==> src/rtl/light_timing_sched.sv <==
// Timing scheduler for the two-way traffic-light FSM.
// It generates the phase tick and owns the green, yellow and red durations.
// The user edits shadow copies of the durations with sw and the two buttons.
// Edited values reach the light FSM only at an all-red tick boundary.
//
// Commit handshake (valid/ack):
//   cfg_valid rises in the cycle dur_* take the new values.
//   It stays high, with light_hold, until cfg_ack is sampled high on a rising
//   clk edge while cfg_valid=1; that edge completes the transfer.
//   cfg_ack has no effect while cfg_valid is low.
//   There is no timeout.
module light_timing_sched #(
   parameter int TICK_DIV = 125000000,
   parameter int DUR_W    = 3,
   parameter int DEF_G    = 4,
   parameter int DEF_Y    = 1,
   parameter int DEF_R    = 1
) (
   input  logic             clk,
   input  logic             rst,
   input  logic [1:0]       sw,
   input  logic             btn_inc,
   input  logic             btn_dec,
   input  logic             light_allred,
   input  logic             cfg_ack,
   output logic             tick,
   output logic [DUR_W-1:0] dur_g,
   output logic [DUR_W-1:0] dur_y,
   output logic [DUR_W-1:0] dur_r,
   output logic             cfg_valid,
   output logic             light_hold,
   output logic             pending,
   output logic [3:0]       led,
   output logic [1:0]       state_dbg
);

   typedef enum logic [1:0] {
      S_IDLE      = 2'd0,
      S_EDIT      = 2'd1,
      S_WAIT_SAFE = 2'd2,
      S_APPLY     = 2'd3
   } state_t;

   localparam int               CNT_W   = (TICK_DIV > 1) ? $clog2(TICK_DIV) : 1;
   localparam logic [CNT_W-1:0] CNT_MAX = CNT_W'(TICK_DIV - 1);
   localparam logic [DUR_W-1:0] DUR_MAX = '1;
   localparam logic [DUR_W-1:0] DUR_ONE = DUR_W'(1);

   state_t           state, state_nxt;
   logic [CNT_W-1:0] cnt;
   logic             btn_inc_q, btn_dec_q;
   logic             inc_press, dec_press, inc_only, dec_only;
   logic [DUR_W-1:0] sh_g, sh_y, sh_r;
   logic             dirty;

   // Saturating step.
   // A value never goes above DUR_MAX or below 1, so 0 is never stored.
   function automatic logic [DUR_W-1:0] bump(input logic [DUR_W-1:0] v,
                                             input logic up, input logic dn);
      logic [DUR_W-1:0] r;
      r = v;
      if (up && (v != DUR_MAX))
         r = v + DUR_ONE;
      else if (dn && (v > DUR_ONE))
         r = v - DUR_ONE;
      return r;
   endfunction

   // Free-running phase divider.
   // It runs in every state and is never stalled by editing.
   always_ff @(posedge clk) begin
      if (rst)
         cnt <= '0;
      else if (cnt == CNT_MAX)
         cnt <= '0;
      else
         cnt <= cnt + CNT_W'(1);
   end

   assign tick = (cnt == CNT_MAX);

   // Previous button levels.
   // A held level counts as a single press.
   always_ff @(posedge clk) begin
      if (rst) begin
         btn_inc_q <= 1'b0;
         btn_dec_q <= 1'b0;
      end else begin
         btn_inc_q <= btn_inc;
         btn_dec_q <= btn_dec;
      end
   end

   assign inc_press = btn_inc & ~btn_inc_q;
   assign dec_press = btn_dec & ~btn_dec_q;
   assign inc_only  = inc_press & ~dec_press;
   assign dec_only  = dec_press & ~inc_press;

   // Shadow durations.
   // Only the one selected by sw is edited, and only while in EDIT.
   always_ff @(posedge clk) begin
      if (rst) begin
         sh_g <= DUR_W'(DEF_G);
         sh_y <= DUR_W'(DEF_Y);
         sh_r <= DUR_W'(DEF_R);
      end else if (state == S_EDIT) begin
         case (sw)
            2'b01:   sh_y <= bump(sh_y, inc_only, dec_only);
            2'b10:   sh_g <= bump(sh_g, inc_only, dec_only);
            2'b11:   sh_r <= bump(sh_r, inc_only, dec_only);
            default: ;
         endcase
      end
   end

   // Active durations.
   // They load only on the edge that enters APPLY.
   always_ff @(posedge clk) begin
      if (rst) begin
         dur_g <= DUR_W'(DEF_G);
         dur_y <= DUR_W'(DEF_Y);
         dur_r <= DUR_W'(DEF_R);
      end else if ((state == S_WAIT_SAFE) && (state_nxt == S_APPLY)) begin
         dur_g <= sh_g;
         dur_y <= sh_y;
         dur_r <= sh_r;
      end
   end

   assign dirty = (sh_g != dur_g) | (sh_y != dur_y) | (sh_r != dur_r);

   // State register.
   always_ff @(posedge clk) begin
      if (rst)
         state <= S_IDLE;
      else
         state <= state_nxt;
   end

   // Next-state logic.
   // The light FSM is only touched at an all-red tick boundary.
   always_comb begin
      state_nxt = state;
      case (state)
         S_IDLE:
            if (sw != 2'b00) state_nxt = S_EDIT;
         S_EDIT:
            if (sw == 2'b00) state_nxt = dirty ? S_WAIT_SAFE : S_IDLE;
         S_WAIT_SAFE:
            if (sw != 2'b00)
               state_nxt = S_EDIT;
            else if (light_allred && tick)
               state_nxt = S_APPLY;
         S_APPLY:
            if (cfg_ack) state_nxt = S_IDLE;
         default:
            state_nxt = S_IDLE;
      endcase
   end

   // Moore outputs.
   // led shows the selected shadow while editing and all ones while a commit is outstanding.
   always_comb begin
      cfg_valid  = 1'b0;
      light_hold = 1'b0;
      pending    = 1'b0;
      led        = 4'b0000;
      state_dbg  = state;
      case (state)
         S_EDIT: begin
            case (sw)
               2'b01:   led = 4'(sh_y);
               2'b10:   led = 4'(sh_g);
               2'b11:   led = 4'(sh_r);
               default: led = 4'b0000;
            endcase
         end
         S_WAIT_SAFE: begin
            pending = 1'b1;
            led     = 4'b1111;
         end
         S_APPLY: begin
            pending    = 1'b1;
            cfg_valid  = 1'b1;
            light_hold = 1'b1;
            led        = 4'b1111;
         end
         default: ;
      endcase
   end

endmodule
==> config.mk <==
export PLATFORM = sky130hd
export DESIGN_NAME = light_timing_sched
export DESIGN_NICKNAME = d
export VERILOG_FILES = /design/src/rtl/light_timing_sched.sv
export SDC_FILE = /design/constraint.sdc
export NUM_CORES = 1
export LEC_CHECK = 0
export ABC_AREA = 1
export CORE_MARGIN = 1
export CORE_UTILIZATION = 60
export CTS_BUF_LIST = sky130_fd_sc_hd__clkbuf_4
export CTS_CLUSTER_DIAMETER = 60
export DETAILED_ROUTE_END_ITERATION = 10
export PLACE_DENSITY = 0.83
export SLEW_MARGIN = 20
export SYNTH_ARGS = -nofsm -noshare
export SYNTH_HDL_FRONTEND = slang
export SYNTH_SLANG_ARGS = --single-unit
export TNS_END_PERCENT = 10
==> constraint.sdc <==
create_clock -name clk -period 2 [get_ports clk]
set_clock_uncertainty 0.15 [all_clocks]
set_input_delay 0.3 -clock clk [delete_from_list [all_inputs] [get_ports clk]]
set_output_delay 0.3 -clock clk [all_outputs]
set_load 0.005 [all_outputs]
==> impl_results.md, run 1 <==
- Fmax: approximately 500 MHz
- Fin util: roughly 78%
- Core Area: around 4800 um2
- CP max FO: 2
- Synth Instances: 434
- Hold/Removal Path Class: input port to flop
- Detailed Routing Iterations Pass 1: 4
- Setup TNS: 0 ps
- Die area: about 5300 um2
- Fin crit share: a little over nine tenths
- Hold_buf cts: 0
- Number of global-route vias before repair: approximately 2800
- DRC viols: 0
- First-pass GRT wire length: 11900 um
- Root Buffer: clkbuf_4
- Total track usage: between 20% and 30%
- Crit-path leading delay family: simple AND/OR/NAND/NOR gates
- Final Wtd Congestion: 0.889
- Critical Path Sink Type: output port
- Placed Cells: approximately 540
- Sequential fraction of the synthesis area: ~33%
- Starting DRT DRC Count: approximately 180
- Ys Warns: 0
- Min Clock Period, post-route: about 1900 ps
- MaxCap Viol Count: 0
- Top cell by count, worst path: nand2_1
- P_leak: roughly 1.5 nW
- Worst Hold Endpoint: btn_inc_q
- Clock-pin slew on the worst setup and hold paths: 160 ps
- Final-report hold violation count: 0
- Clk sink count: just under 50
- Worst setup path class: flop to output port
- Row Count: 25
- Port-buffer cells: 26
- Clk buf depth: 2
- Ys async rst share: 0%
- Filler instances: roughly 370
- Total power: between 1.5 and 2 mW
- Worst R2R Setup Slack: roughly 160 ps
- Cell variety after synth: 38
- Grt total ovfl: 0
- Clock latency on the worst-skew pair: 380 ps
- Fin cells: approximately 560
- Unrepaired setup endpoints after global routing: true
- Commonest non-fill, non-tap cell in the layout: nand2_1
- Outcome: finished clean
- #FFs+latches synth: around 50
- Synth Net Count: 455
- Critical path launch point type: flop
- Worst Path Required: between 1500 and 2000 ps
- Final ANT Viol Nets: 0
- Crit-path cells: inv_1, nand2_1, nor2_1, nand2_1, nor2_2, nand2_1, inv_1, clkdlybuf4s15_1
- TritonCTS clock tree: yes
- Worst slew pin tran: roughly 320 ps
- Fin nets: slightly above 500
- R2R depth: 9
- R2R Path Start: sh_r[0]
- Share of post-route cells with drive strength above 1: a little under a quarter
- Relative slew slack: 78.3%
- Final Setup Violations: 0
- Largest net degree at the start of global routing: 28
- Worst Setup SP: cnt[23]
- Die H: 72.6 um
- Initial antenna violation count: 0
- Wirelength per Cell: 12.8 um
- Initial core utilization: a little over three fifths
- Die Wd: 72.6 um
- Critical Path AT: 1490 ps
- Slowest cell on the critical path: dfxtp_2
- Power Density: 481 nW/um2
- Via count: ~2900
- Synth Cell Area: about 3000 um2
- Max Slew Vio Count: 0
- Vias per cell: ~5.3
- CTS Buf Count: 5
- HPWL after detailed placement: 5420 um
- Hold path start: btn_inc
- Syn-to-layout area delta: 23.3%
- Ant. Diodes: 0
- Hold path depth: 3
- Avg Cell Area, Syn: between 6 and 7 um2
- Final hold slack: 312 ps
- Max incr delay on CP: about 350 ps
- Synth Flop Type: dfxtp_1
- Most frequent cells in the layout: 92 x nand2_1, 57 x nor2_1, 47 x inv_1
- EDFF count, synth: 0
- Ports: 27
- Reg-to-reg critical path endpoint: sh_r[1]
- CP bufs+invs: 3
- Post-Route WL: 7180 um
- H-tree depth: 2
- Worst vdd ir: between 0.0004 and 0.0005 V
[worst max path at each step]
stage,to,slack [ps],cells after the start
3_3_place_gp,led[2],-230,6
4_1_cts,cfg_valid,9,3
3_5_place_dp,led[2],-340,6
5_1_grt,tick,-50,7
2_1_floorplan,cnt[24],360,9
6_report,tick,60,8
[metal layers]
layer | routed length, um | track usage (%) | vias to the layer above | share of wire [%]
met2 | 3840 | 54.8 | 70 | 53
met4 | 205 | 13.5 | 0 | 2.9
met1 | 2940 | 30.5 | 1362 | 41
met3 | 199 | 5.14 | 18 | 2.8
li1 | - | - | 1495 | -
met5 | 0 | 0 | - | 0
[registers in the layout, indices dropped and copies added, names as in the netlist]
signal     cells
state_dbg      2
sh_r           3
btn_dec_q      1
dur_g          3
sh_g           3
cnt           27
sh_y           3
dur_r          3
btn_inc_q      1
dur_y          3
[cell type report]
cell class	count	area (um2)	share of cell area, %
multi-input cells	320	1770	48.1
clock inverters	2	35.0	0.951
repair buffers	61	529	14.4
well taps	67	83.8	2.28
clock buffers	5	37.5	1.02
inverters	55	206	5.60
flip-flops and latches	49	1020	27.7
[logic make-up after synthesis]
group,synth area share (%)
AO/OA/AOI/OAI,10.6
adder cells (fa/ha/maj),5.44
AND/OR/NAND/NOR,36.8
XOR/XNOR,4.98
flip-flops,32.8
buffers and inverters,9.38
[worst min-delay path, stage by stage]
cell and delay, ps:
clkdlybuf4s50_1 400, inv_1 70, nor2_1 40
[where the power goes]
part / switching (mW) / total (mW) / internal [mW]
logic: 0.109 / 0.191 / 0.0821
registers: 0.0126 / 0.998 / 0.985
clock network: 0.327 / 0.582 / 0.255
[synth_stat cells, types with 2 or more instances]
master / n / area, um2
nand2_1: 96 / 360
nor2_1: 61 / 229
inv_1: 50 / 188
dfxtp_1: 49 / 981
nand3_1: 31 / 155
a21oi_1: 26 / 130
ha_1: 13 / 163
nor3_1: 13 / 65.1
o21ai_0: 12 / 60.1
xor2_1: 9 / 78.8
xnor2_1: 8 / 70.1
a21oi_2: 7 / 61.3
nor3_2: 5 / 50.1
clkbuf_1: 4 / 15.0
inv_2: 4 / 15.0
nand3_2: 4 / 40.0
nor2_2: 4 / 25.0
or2_2: 4 / 25.0
buf_4: 3 / 22.5
nand2_2: 3 / 18.8
o21bai_1: 3 / 22.5
o22ai_1: 3 / 18.8
or2_0: 3 / 18.8
a211oi_1: 2 / 15.0
nand4_1: 2 / 12.5
nor3_4: 2 / 32.5
or2_1: 2 / 12.5
[per-stage QoR]
step	worst slack, ps	cell area (um2)
3_5_place_dp	-344	3470
5_1_grt	-53.0	3680
4_1_cts	9.20	3600
6_report	57.9	3680
2_1_floorplan	357	2990
3_3_place_gp	-228	3470
[repair_timing]
action / 4_1_cts / 5_1_grt
pin swaps: 5 / 6
buffers inserted: 5 / 4
setup endpoints to repair: 6 / 3
resized for setup: 28 / 22
No activity file was read; power rests on OpenSTA's default activity.
==> inputs of run 2 (changes only) <==
--- a/config.mk
+++ b/config.mk
@@ -6,12 +6,14 @@
 export NUM_CORES = 1
 export LEC_CHECK = 0
 export ABC_AREA = 1
+export ABC_CLOCK_PERIOD_IN_PS = 2000
 export CORE_MARGIN = 1
 export CORE_UTILIZATION = 60
 export CTS_BUF_LIST = sky130_fd_sc_hd__clkbuf_4
 export CTS_CLUSTER_DIAMETER = 60
 export DETAILED_ROUTE_END_ITERATION = 10
-export PLACE_DENSITY = 0.83
+export DONT_BUFFER_PORTS = 1
+export PLACE_DENSITY = 0.76
 export SLEW_MARGIN = 20
 export SYNTH_ARGS = -nofsm -noshare
 export SYNTH_HDL_FRONTEND = slang
==> run 2 against run 1 <==
Sequential cell count unchanged. Via count decreased by 7.8%. Sequential power about the same. Global-route usage decreased by 1.7 points. Routed wire length decreased by 5.5%. First-iteration DRC count decreased by 17%. Critical path type unchanged. Largest cell class unchanged.
==> impl_results.md, run 2 (synthesis results as in run 1) <==
- Worst slew pin tran: between 300 and 400 ps
- Fmax: 534 MHz
- Initial antenna violation count: 0
- Slowest cell on the critical path: dfxtp_1
- Unrepaired setup endpoints after global routing: true
- Ant. Diodes: 0
- Wirelength per Cell: 13.3 um
- CTS Buf Count: 5
- Clk buf depth: 2
- Biggest register: cnt
- Clk sink count: 49
- Max Slew Vio Count: 0
- Relative slew slack: between 70 and 80%
- Core Area: between 4000 and 5000 um2
- Via count: around 2700
- Number of global-route vias before repair: between 2000 and 2500
- H-tree depth: 2
- CP max FO: 4
- Die area: ~5300 um2
- Final ANT Viol Nets: 0
- Critical Path AT: around 1400 ps
- GR Util met2: 49.7%
- Hold path depth: 3
- Vias per cell: about 5.3
- Gate power share: just under 8%
- Final hold slack: around 50 ps
- Power Internal: between 1 and 1.5 mW
- Switching power: about 0.44 mW
- Max FFs per register: 27
- Grt total ovfl: 0
- Root Buffer: clkbuf_4
- Ports: 27
- Worst setup path class: flop to output port
- Share of total power in the clock network: about two fifths
- Max incr delay on CP: ~360 ps
- Clock-pin slew on the worst setup and hold paths: between 100 and 150 ps
- Critical Path Sink: tick
- P_leak: approximately 1.3 nW
- Worst R2R Setup Slack: roughly 180 ps
- Row Count: 25
- Worst Setup SP: cnt[0]
- TritonCTS clock tree: yes
- Port-buffer cells: 0
- Final Wtd Congestion: between 0.9 and 1
- DRC viols: 0
- First-pass GRT wire length: between 10000 and 15000 um
- Critical path launch point type: flop
- Share of post-route cells with drive strength above 1: between 10% and 20%
- Worst vdd ir: approximately 0.00040 V
- Final-report hold violation count: 0
- Fin crit share: 93.6%
- Clock latency on the worst-skew pair: 370 ps
- Largest net degree at the start of global routing: 20
- Net Sw Frac: approximately a quarter
- Top Usage Layer GRT: met2
- Fin util: approximately two thirds
- Worst Path Required: about 1600 ps
- Reg-to-reg critical path endpoint: sh_y[1]
- Initial core utilization: around 63%
- Die Wd: approximately 73 um
- Outcome: finished clean
- Post-Route WL: about 6800 um
- Met3 usage: under 10%
- Detailed Routing Iterations Pass 1: 4
- Starting DRT DRC Count: about 150
- Die H: 72.6 um
- Grt met1 use: a little under a third
- Fin nets: between 400 and 500
- MaxCap Viol Count: 0
- Power Density: slightly below 600 nW/um2
- Syn-to-layout area delta: 7.54%
- HPWL after detailed placement: 5180 um
- Power share of the sequential group: a little over half
- Critical Path Sink Type: output port
- Hold/Removal Path Class: input port to flop
- R2R depth: 7
- Total track usage: a little over a quarter
- Crit-path cells: ha_1, nand3_2, nor2_2, nand2_2, inv_1
- Min Clock Period, post-route: approximately 1900 ps
- R2R Path Start: sh_y[1]
- Final Setup Violations: 0
- # Post-CTS Setup Buffers: 0
- Commonest non-fill, non-tap cell in the layout: nand2_1
- Most frequent cells in the layout: 95 x nand2_1, 61 x nor2_1, 50 x inv_1
## run 2: area by class of cell
type	count	area, um2
clock buffer	5	37.5
clock inverter	3	68.8
fill	432	1540
inverter	55	206
multi-input combinational	320	1730
sequential	49	995
tap	67	83.8
timing repair buffer	9	87.6
## run 2: worst min-delay path by stage
stage          startpoint      endpoint
5_1_grt           cfg_ack  state_dbg[1]
2_1_floorplan     btn_dec     btn_dec_q
6_report          cfg_ack  state_dbg[1]
3_3_place_gp          rst       sh_g[0]
3_5_place_dp          rst       sh_g[0]
4_1_cts           cfg_ack  state_dbg[1]
## run 2: power groups by stage
stage                     sequential, mW  combinational [mW]  clock [mW]
after floorplan                     1.02               0.114           0
after global placement              1.02               0.135           0
after detailed placement            1.02               0.137           0
after CTS                           1.00               0.145       0.746
after global routing                1.01               0.165       0.784
final                               1.00               0.147       0.729
## run 2: worst max-delay path: cells and delay by family (launching register included)
kind          cells  cell delay (ps)
fa+ha+maj         1              200
buf+inv           1               80
flops             1              360
simple gates      3              410
## run 2: routing by layer
layer / share of wire [%] / vias to the layer above
li1: - / 1393
met4: 2.7 / 0
met2: 51 / 59
met5: 0 / -
met3: 3.2 / 15
met1: 43 / 1247
## run 2: what timing repair did
action	CTS	global route
resized for setup	0	13
endpoints found under the setup margin	0	4
hold buffers	3	0
endpoints found under the hold margin	8	0
## run 2: per-stage QoR
| step | cells | setup TNS [ps] | setup WS (ps) | area [um2] | power, mW |
|---|---|---|---|---|---|
| after global routing | 508 | -14.1 | -14.1 | 3210 | 1.96 |
| after detailed placement | 497 | 0 | 230 | 3060 | 1.16 |
| after floorplan | 434 | 0 | 357 | 2990 | 1.14 |
| final | 508 | 0 | 129 | 3210 | 1.88 |
| after CTS | 508 | 0 | 55.3 | 3190 | 1.89 |
| after global placement | 497 | 0 | 227 | 3060 | 1.16 |
==> inputs of run 3 (changes only) <==
--- a/config.mk
+++ b/config.mk
@@ -10,10 +10,11 @@
 export CORE_MARGIN = 1
 export CORE_UTILIZATION = 60
 export CTS_BUF_LIST = sky130_fd_sc_hd__clkbuf_4
-export CTS_CLUSTER_DIAMETER = 60
 export DETAILED_ROUTE_END_ITERATION = 10
 export DONT_BUFFER_PORTS = 1
+export HOLD_SLACK_MARGIN = 0.02
 export PLACE_DENSITY = 0.76
+export RECOVER_POWER = 50
 export SLEW_MARGIN = 20
 export SYNTH_ARGS = -nofsm -noshare
 export SYNTH_HDL_FRONTEND = slang
==> results of run 3 <==
Final layout, timing and power as in run 2 (identical DEF).
